--- src/rtl/muldiv_pkg.sv ---
// Shared encodings for the HI/LO multiply/divide controller: request opcodes,
// FSM states and the divide iteration count.
package muldiv_pkg;

  localparam logic [2:0] MD_MULT  = 3'd0;
  localparam logic [2:0] MD_MULTU = 3'd1;
  localparam logic [2:0] MD_DIV   = 3'd2;
  localparam logic [2:0] MD_DIVU  = 3'd3;
  localparam logic [2:0] MD_MTHI  = 3'd4;
  localparam logic [2:0] MD_MTLO  = 3'd5;

  localparam int DIV_ITERS = 32;

  typedef enum logic [1:0] {
    ST_IDLE = 2'd0,
    ST_MUL  = 2'd1,
    ST_DIV  = 2'd2,
    ST_FIX  = 2'd3
  } state_t;

endpackage

--- src/rtl/muldiv_ctrl_div_core.sv ---
// Iterative unsigned restoring divider: one quotient bit per step, MSB first.
// The dividend shifts out of the quotient register into the partial remainder.
module div_core (
  input  logic        clk,
  input  logic        resetn,
  input  logic        start,
  input  logic        step,
  input  logic [31:0] dividend,
  input  logic [31:0] divisor,
  output logic [31:0] quotient,
  output logic [31:0] remainder
);

  logic [31:0] quo_reg;
  logic [31:0] rem_reg;
  logic [31:0] dvs_reg;
  logic [32:0] rem_shift;
  logic [33:0] trial;
  logic        fits;

  // A successful trial always leaves a value below the divisor, so it must fit in 32 bits.
  always_comb begin
    rem_shift = {rem_reg, quo_reg[31]};
    trial     = {1'b0, rem_shift} - {2'b00, dvs_reg};
    fits      = (trial[33:32] == 2'b00);
  end

  always_ff @(posedge clk) begin
    if (!resetn) begin
      quo_reg <= '0;
      rem_reg <= '0;
      dvs_reg <= '0;
    end else if (start) begin
      quo_reg <= dividend;
      rem_reg <= '0;
      dvs_reg <= divisor;
    end else if (step) begin
      rem_reg <= fits ? trial[31:0] : rem_shift[31:0];
      quo_reg <= {quo_reg[30:0], fits};
    end
  end

  assign quotient  = quo_reg;
  assign remainder = rem_reg;

endmodule

--- src/rtl/muldiv_ctrl.sv ---
// HI/LO owner for the pipeline: single-cycle 33x33 multiply, 32-step restoring
// divide with a sign-fix cycle, and MTHI/MTLO writes from EX.
module muldiv_ctrl #(
  parameter int DIV_ITERS = muldiv_pkg::DIV_ITERS
) (
  input  logic        clk,
  input  logic        resetn,
  input  logic        req_valid,
  input  logic [2:0]  req_op,
  input  logic [31:0] req_a,
  input  logic [31:0] req_b,
  input  logic        cancel,
  output logic        req_ready,
  output logic        busy,
  output logic        done,
  output logic [31:0] hi,
  output logic [31:0] lo
);

  import muldiv_pkg::*;

  localparam logic [4:0] CNT_LAST = 5'(DIV_ITERS - 1);

  state_t      state_reg, state_next;
  logic [4:0]  cnt_reg;
  logic [32:0] mul_a_reg, mul_b_reg;
  logic        q_neg_reg, r_neg_reg;
  logic [31:0] hi_reg, lo_reg;
  logic        done_reg;

  logic        accept, op_signed, is_mul, is_div;
  logic        div_start, div_step;
  logic [31:0] abs_a, abs_b, quo, rem;
  logic [63:0] mul_a_ext, mul_b_ext, product;

  always_comb begin
    op_signed = (req_op == MD_MULT) || (req_op == MD_DIV);
    is_mul    = (req_op == MD_MULT) || (req_op == MD_MULTU);
    is_div    = (req_op == MD_DIV)  || (req_op == MD_DIVU);
    abs_a     = (op_signed && req_a[31]) ? -req_a : req_a;
    abs_b     = (op_signed && req_b[31]) ? -req_b : req_b;
    mul_a_ext = {{31{mul_a_reg[32]}}, mul_a_reg};
    mul_b_ext = {{31{mul_b_reg[32]}}, mul_b_reg};
    product   = mul_a_ext * mul_b_ext;
  end

  always_ff @(posedge clk) begin
    if (!resetn) state_reg <= ST_IDLE;
    else         state_reg <= state_next;
  end

  always_comb begin
    state_next = state_reg;
    div_start  = 1'b0;
    div_step   = 1'b0;
    req_ready  = (state_reg == ST_IDLE);
    accept     = req_valid && req_ready && !cancel;
    case (state_reg)
      ST_IDLE: begin
        if (accept && is_mul) state_next = ST_MUL;
        if (accept && is_div) begin
          state_next = ST_DIV;
          div_start  = 1'b1;
        end
      end
      ST_MUL: state_next = ST_IDLE;
      ST_DIV: begin
        div_step = 1'b1;
        if (cnt_reg == CNT_LAST) state_next = ST_FIX;
      end
      ST_FIX:  state_next = ST_IDLE;
      default: state_next = ST_IDLE;
    endcase
    if (cancel) state_next = ST_IDLE;
  end

  div_core u_div_core (
    .clk       (clk),
    .resetn    (resetn),
    .start     (div_start),
    .step      (div_step),
    .dividend  (abs_a),
    .divisor   (abs_b),
    .quotient  (quo),
    .remainder (rem)
  );

  always_ff @(posedge clk) begin
    if (!resetn) begin
      hi_reg    <= '0;
      lo_reg    <= '0;
      done_reg  <= 1'b0;
      cnt_reg   <= '0;
      mul_a_reg <= '0;
      mul_b_reg <= '0;
      q_neg_reg <= 1'b0;
      r_neg_reg <= 1'b0;
    end else begin
      done_reg <= 1'b0;
      if (accept) begin
        if (req_op == MD_MTHI) hi_reg <= req_a;
        if (req_op == MD_MTLO) lo_reg <= req_a;
        if (is_mul) begin
          mul_a_reg <= {op_signed & req_a[31], req_a};
          mul_b_reg <= {op_signed & req_b[31], req_b};
        end
        if (is_div) begin
          cnt_reg   <= '0;
          // A zero divisor keeps the all-ones quotient; the remainder fix restores A.
          q_neg_reg <= op_signed & (req_a[31] ^ req_b[31]) & (|req_b);
          r_neg_reg <= op_signed & req_a[31];
        end
      end
      if (state_reg == ST_DIV) cnt_reg <= cnt_reg + 5'd1;
      if (!cancel && state_reg == ST_MUL) begin
        {hi_reg, lo_reg} <= product;
        done_reg         <= 1'b1;
      end
      if (!cancel && state_reg == ST_FIX) begin
        lo_reg   <= q_neg_reg ? -quo : quo;
        hi_reg   <= r_neg_reg ? -rem : rem;
        done_reg <= 1'b1;
      end
    end
  end

  assign busy = ~req_ready;
  assign done = done_reg;
  assign hi   = hi_reg;
  assign lo   = lo_reg;

endmodule

--- config.mk ---
export PLATFORM = sky130hd
export DESIGN_NAME = muldiv_ctrl
export DESIGN_NICKNAME = d
export VERILOG_FILES = /design/src/rtl/muldiv_pkg.sv /design/src/rtl/muldiv_ctrl_div_core.sv /design/src/rtl/muldiv_ctrl.sv
export SDC_FILE = /design/constraint.sdc
export NUM_CORES = 2
export LEC_CHECK = 0
export BUFFER_PORTS_ARGS = -buffer_cell sky130_fd_sc_hd__buf_2
export CORE_MARGIN = 2
export CORE_UTILIZATION = 50
export CTS_CLUSTER_DIAMETER = 100
export DETAILED_ROUTE_END_ITERATION = 10
export GPL_ROUTABILITY_DRIVEN = 0
export HOLD_SLACK_MARGIN = 0.1
export PLACE_DENSITY_LB_ADDON = 0.15
export SLEW_MARGIN = 20
export SYNTH_ARGS = -nofsm -noshare
export SYNTH_HDL_FRONTEND = slang
export SYNTH_SLANG_ARGS = --single-unit
--- constraint.sdc ---
create_clock -name clk -period 7.6 [get_ports clk]
set_clock_uncertainty 0.05 [all_clocks]
set_input_delay 1.14 -clock clk [delete_from_list [all_inputs] [get_ports clk]]
set_output_delay 1.14 -clock clk [all_outputs]
set_load 0.03 [all_outputs]
# [After elaboration in Yosys (flattened, before gate mapping)]
# Index checks and enable logic that the tools add are counted.
[classes] n_mux=27 bitwise=7 n_eq_ne=11 mul=1 n_reduce_logical=31 n_addsub=6
[op_table] cell="32-bit two-way mux" count=15
[op_table] cell="32-bit negation" count=4
[op_table] cell="33-bit by 33-bit multiplier with 64-bit output" count=1
[op_table] cell="33-bit by 32-bit subtractor with 34-bit output" count=1
[op_table] cell="32-bit OR reduction" count=1
[op_table] cell="5-bit two-way mux" count=3
[op_table] cell="2-bit AND reduction" count=6
[op_table] cell="3-bit nonzero test" count=3
[op_table] cell="1-bit logical AND" count=8
[op_table] cell="3-bit by 2-bit == test with 1-bit output (second input constant)" count=2
[op_table] cell="3-bit == test (second input constant)" count=2
[op_table] cell="2-bit two-way mux" count=3
[op_table] cell="2-bit one-hot mux with 3 select lines" count=1
[op_table] cell="2-bit nonzero test" count=3
[op_table] cell="2-bit OR reduction" count=3
[op_table] cell="5-bit by 1-bit adder with 5-bit output (second input constant)" count=1
[op_table] cell="5-bit == test (second input constant)" count=1
[op_table] cell="1-bit two-way mux" count=5
[op_table] cell="1-bit AND" count=4
[op_table] cell="2-bit == test (second input constant)" count=2
[op_table] cell="2-bit zero test" count=2
[op_table] cell="3-bit by 1-bit == test with 1-bit output (second input constant)" count=1
[op_table] cell="3-bit zero test" count=1
[op_table] cell="1-bit logical OR" count=3
[op_table] cell="6 further kinds" count=7
[totals] output_inout_bits=67 register_bits=236 input_bits=71 word_cells=95

# [Logic depth before layout (Yosys ltp)]
[logic_depth] word_depth=7 depth_mapped=28 mapped_depth_nobuf=26

# [Cells and area by module]
# A second synthesis with hierarchy kept.
[hier_totals] hier_cells=6127 area_unflattened_um2=53073.4
[by_module_without_submodules] mod="muldiv_ctrl" cells_per_inst=5357 instances=1 seq_area_each_um2=2802.7 area_each_um2=46901.2
[by_module_without_submodules] mod="div_core" cells_per_inst=770 instances=1 seq_area_each_um2=1921.8 area_each_um2=6172.2

# [Least setup slack after synthesis]
# OpenSTA, ideal clock, no wires.
[synth_path] path_type="reg-to-reg" startpoint="reg mul_a_reg[32]" endpoint="reg hi_reg[28], in the netlist hi[28]" period_less_slack_ns=7.925 path_stages_with_launch=27 path_slack_ns=-0.325 setup_time_ns=0.116 required_time_ns=7.434 t_arrival_ns=7.759 path_cell_list="dfxtp_1 > clkbuf_1 > nand2_1 > inv_1 > fa_1 > fa_1 > fa_1 > fa_1 > inv_1 > fa_1 > inv_1 > fa_1 > fa_1 > inv_1 > fa_1 > inv_1 > ha_1 > clkbuf_1 > nand2_1 > o21ai_0 > o31ai_1 > a21oi_1 > a211o_1 > o2bb2ai_1 > a31o_2 > or4b_1 > o211a_1"
[synth_via] elab_chain_len=3
[synth_rtl] element="start, declared" line_no="muldiv_ctrl.sv:26" rtl="logic [32:0] mul_a_reg, mul_b_reg;"
[synth_rtl] element="start signal, assigned" line_no="muldiv_ctrl.sv:104" rtl="mul_a_reg <= {op_signed & req_a[31], req_a};"
[synth_rtl] element="33-bit by 33-bit multiplier with 64-bit output" line_no="muldiv_ctrl.sv:44" rtl="product = mul_a_ext * mul_b_ext;"
[synth_rtl] element="32-bit two-way mux" line_no="muldiv_ctrl.sv:115" rtl="if (!cancel && state_reg == ST_MUL) begin"
[synth_rtl] element="32-bit two-way mux" line_no="muldiv_ctrl.sv:119" rtl="if (!cancel && state_reg == ST_FIX) begin"
[synth_rtl] element="end signal, assigned" line_no="muldiv_ctrl.sv:101" rtl="if (req_op == MD_MTHI) hi_reg <= req_a;"
[synth_rtl] element="end signal, assigned" line_no="muldiv_ctrl.sv:116" rtl="{hi_reg, lo_reg} <= product;"
[synth_rtl] element="end signal, assigned" line_no="muldiv_ctrl.sv:121" rtl="hi_reg <= r_neg_reg ? -rem : rem;"
[synth_rtl] element="end, declared" line_no="muldiv_ctrl.sv:28" rtl="logic [31:0] hi_reg, lo_reg;"
# No other way between the ends.
# A chain may end at the register's enable or synchronous reset.

# [Worst setup path after layout]
[layout_path] startpoint="reg mul_b_reg[1]" endpoint="reg hi_reg[28], in the netlist hi[28]"
[layout_via] elab_chain_len=3
[layout_rtl] element="start, declared" line_no="muldiv_ctrl.sv:26"
[layout_rtl] element="start signal, assigned" line_no="muldiv_ctrl.sv:105" rtl="mul_b_reg <= {op_signed & req_b[31], req_b};"
[layout_rtl] element="33-bit by 33-bit multiplier with 64-bit output" line_no="muldiv_ctrl.sv:44"
[layout_rtl] element="32-bit two-way mux" line_no="muldiv_ctrl.sv:115"
[layout_rtl] element="32-bit two-way mux" line_no="muldiv_ctrl.sv:119"
# No other way between the ends.

==> flow_results.org <==
** Run status
- The flow ran to the end, but the final reports show violations.
- Violations in the final reports :: negative setup slack

** Die
- Overall die area :: 108000 um^2
- The region available for standard cell placement spans 105000 um^2.
- Y dimension of the die :: 329 um
- Number of standard-cell rows in the floorplan :: 119
- Pin placement for this block handled 138 I/O pins.
- Width of the die :: 329 um
- Initial Util :: 50.2%

** Yosys
- Top-area cell type share of the netlist area :: 42.8%
- Flip-flop and latch count after synthesis :: 236
- Biggest area contributors in the synthesized netlist :: fa_1 (43%), dfxtp_1 (9.0%), inv_1 (8.3%), and2_1 (6.5%), nand2_1 (6.3%)
- Cell count after synthesis :: 6101
- Cell taking the most area after synthesis :: fa_1
- Mapped Avg Cell Area :: 8.64 um^2
- Net count of the mapped netlist :: 7548
- The Yosys step of the flow raised 0 warnings.
- The synthesized design contains 0 enable-type register cells.
- For this run, asynchronously set or reset flops after synthesis account for 0%.
- Dominant synthesized flop cell :: dfxtp_1
- The cell area that synthesis handed to floorplanning was 52700 um^2.
- After synthesis, the netlist uses 79 different library cells.
- The share of the Yosys chip area taken by registers is 8.96%.
- By instance count, the leading cell after synthesis is inv_1.
- Counting instances in the post-synthesis netlist gives the leading cell types as inv_1 (1170), fa_1 (1126), nand2_1 (883).

** Setup path
- Critical path class :: reg2reg
- Worst reg-to-reg setup slack :: -130 ps
- The worst register-to-register path ends at hi[28].
- For this design, the slowest cell found on the critical path is fa_2.
- For this run, the slowest stage of the critical path takes 710 ps.
- Nature of the critical path endpoint :: flip-flop
- Most common cell type on the critical path :: fa_1
- STA classifies the critical path startpoint as a flip-flop.
- Crit Reg-Reg Startpoint :: mul_b_reg[1]
- STA puts the critical path data arrival time at 8170 ps.
- CP max FO :: 8
- Data on the critical path is required at its endpoint by 8050 ps.
- R2R cell count :: 26

** STA
- The number of hold violations in the final report came to 0.
- In the finished design, the share of the clock period the worst path needs comes to 102%.
- Slew at the pin closest to its max-slew limit :: 1060 ps
- In the post-route analysis, the smallest setup slack over all paths is -126 ps.
- Static timing analysis puts the maximum clock frequency at 0.129 GHz.
- Setup repair after global routing could not meet its margin everywhere.
- Fin Hold WS :: 402 ps
- The routed design could run at a clock period as short as 7730 ps.
- The worst pin sits at a relative slew slack of 29.0%.
- Endpoints failing setup :: 11
- Max-slew violations :: 0

** Min path
- In this run the worst hold path is classified as reg2reg.
- Startpoint of the lowest-slack hold path :: lo[10]
- The worst hold path terminates at lo[10].
- The worst hold path was traced through 2 stages.

** Clock tree
- For this design, the CTS-stage hold fixing added 0 buffers.
- Number of clock buffers inserted by TritonCTS :: 30
- Clock network latency to the later pin of the worst-skew pair :: 600 ps
- Clock tree from TritonCTS :: yes
- Clock-pin slew was measured on the worst setup and hold paths at 70 ps.
- Max H-tree Level :: 1
- Total clock sinks :: 236
- The tree is rooted in a clkbuf_16.
- Deepest clock path buffer count :: 3

** Layout
- The sequential cells in the finished layout cover a total of 4820 um^2.
- Area taken by multi-input logic gates :: 43500 um^2
- Layout overhead on the synthesized area :: 17.4%
- Share of cells above drive strength 1 :: 17.0%
- At the end of the flow, the number of nets in the layout was 7893.
- Fill cells :: 9320

** Routing
- Vias :: 43700
- Dividing the detail-routed wire length by the instance count gives 21.5 um.
- After detailed routing, the number of vias per cell comes to 5.56.
- Total Wirelength :: 169 mm
- Total iterations of the first detailed-routing run :: 6
- The detailed router finished its first iteration with 3404 violations.
- Residual antenna-violating net count after detailed routing :: 0
- Summed over all nets, wire length on met2 after detailed routing comes to 82.3 mm.
- Highest metal layer with signal wires :: met5
- Detailed-routing wirelength on met1 :: 67.4 mm
- In the detailed route, the total length drawn on met3 is 11.5 mm.
- DRC violation count after routing :: 0

** Power
- VDD sags by at most 0.000169 V.
- Post-route total power :: 3710 uW
- Net switching is 33.1% of the power.
- Internal power comes to 2480 uW.
- Of the total power, the clock network draws 41.4%.
- Power per unit of standard cell area :: 59.9 nW/um^2
- Summed over all cells, the static leakage comes to 0.0300 uW.
- Share of total power in combinational logic :: 23.6%
- Part of the total power dissipated in sequential elements :: 35.1%
- The analysis attributes to net switching a power of 1230 uW.

** GRT
- The via count of the first global-routing pass is 45300.
- GRT overflow :: 0
- Entering global routing, the biggest net connects 88 pins.
- The number of antenna violations at the first check in global routing was 8.
- Tot GR Track Use :: 31.6%
- Wire length of the first global-routing pass :: 264 mm

** Flow run
- Max-cap violations :: 0

** Place
- Number of buffers inserted by port buffering :: 137
- Estimated wirelength of the detail-placed design :: 131 mm
-- power by group through the flow --
stage / Sequential (uW) / Clock [uW] / Combinational [uW]
2_1_floorplan: 1330 / 0 / 484
3_3_place_gp: 1330 / 0 / 796
3_5_place_dp: 1330 / 0 / 802
4_1_cts: 1300 / 1540 / 841
5_1_grt: 1300 / 1590 / 938
6_report: 1300 / 1530 / 874
-- cell families after synthesis --
family	synth area share, %
XOR/XNOR	3.41
adder cells (fa/ha/maj)	48.7
multiplexers	0.591
flip-flops	8.96
AND/OR/NAND/NOR	17.8
AO/OA/AOI/OAI	9.47
buffers and inverters	11.1
-- layout make-up --
cell class                      count  share of cell area [%]
Clock buffer                       39                    1.38
Multi-Input combinational cell   4315                    70.3
Antenna cell                        5                  0.0202
Timing Repair Buffer              691                    10.3
Sequential cell                   236                    7.79
Tap cell                         1391                    2.81
Clock inverter                     15                   0.287
Inverter                         1172                    7.13
-- placed cells by master, fill, tap and decap left out, types with 22 or more instances in the layout --
master and n:
a21oi_1 231, nor3_1 53, xnor2_1 123, o211ai_1 41, nand4_1 26, a311oi_1 31, inv_1 1103, nor2b_1 33
dfxtp_1 195, nor2_1 180, buf_12 71, o21ai_0 118, o31ai_1 34, fa_1 1075, buf_6 43, nand2b_1 22
fa_2 51, and2_1 523, mux2i_1 30, nand2_1 869, clkbuf_16 36, nand3_1 53, inv_2 65, a21o_1 48
buf_4 412, and2_4 26, ha_4 26, buf_2 137, xor2_1 72, a211oi_1 59, ha_1 223, dfxtp_2 23
-- through the flow --
step | util (%) | worst slack, ps | instances | area [um^2] | setup TNS, ps
after floorplan | - | -38.0 | 6101 | 52800 | -38.0
after global placement | 55.2 | -499 | 7713 | 57900 | -9260
after detailed placement | 55.2 | -626 | 7713 | 57900 | -10450
after CTS | 57.7 | -85.5 | 7824 | 60600 | -128
after global routing | 58.9 | -342 | 7862 | 61800 | -4680
final | 58.9 | -126 | 7864 | 61900 | -788
-- timing repair --
action / in CTS / in global routing
buffers inserted: 46 / 37
pin swaps: 156 / 183
cloned: 13 / 6
gates resized for setup: 233 / 231
setup endpoints to repair: 38 / 40
-- worst max-delay path by stage --
stage,cells after the start,endpoint,from
finish,26,hi[28],mul_b_reg[1]
global route,29,hi[26],mul_b_reg[1]
CTS,26,hi[28],mul_a_reg[32]
detailed placement,25,hi[1],mul_b_reg[0]
global placement,25,hi[1],mul_b_reg[0]
floorplan,25,hi[28],mul_a_reg[32]
-- worst max-delay path, delay by kind of cell (launching register included) --
family | cells | cell delay (ps)
compound gates | 8 | 1400
fa+ha+maj | 9 | 4530
buf+inv | 7 | 630
flops | 1 | 360
simple gates | 2 | 630
-- layer usage --
metal	global-route usage, %	vias to the layer above
met2	52.9	1571
met3	4.25	385
li1	-	19400
met1	41.7	22400
met5	0	-
met4	12.3	2
(Power assumes the default switching activity.)
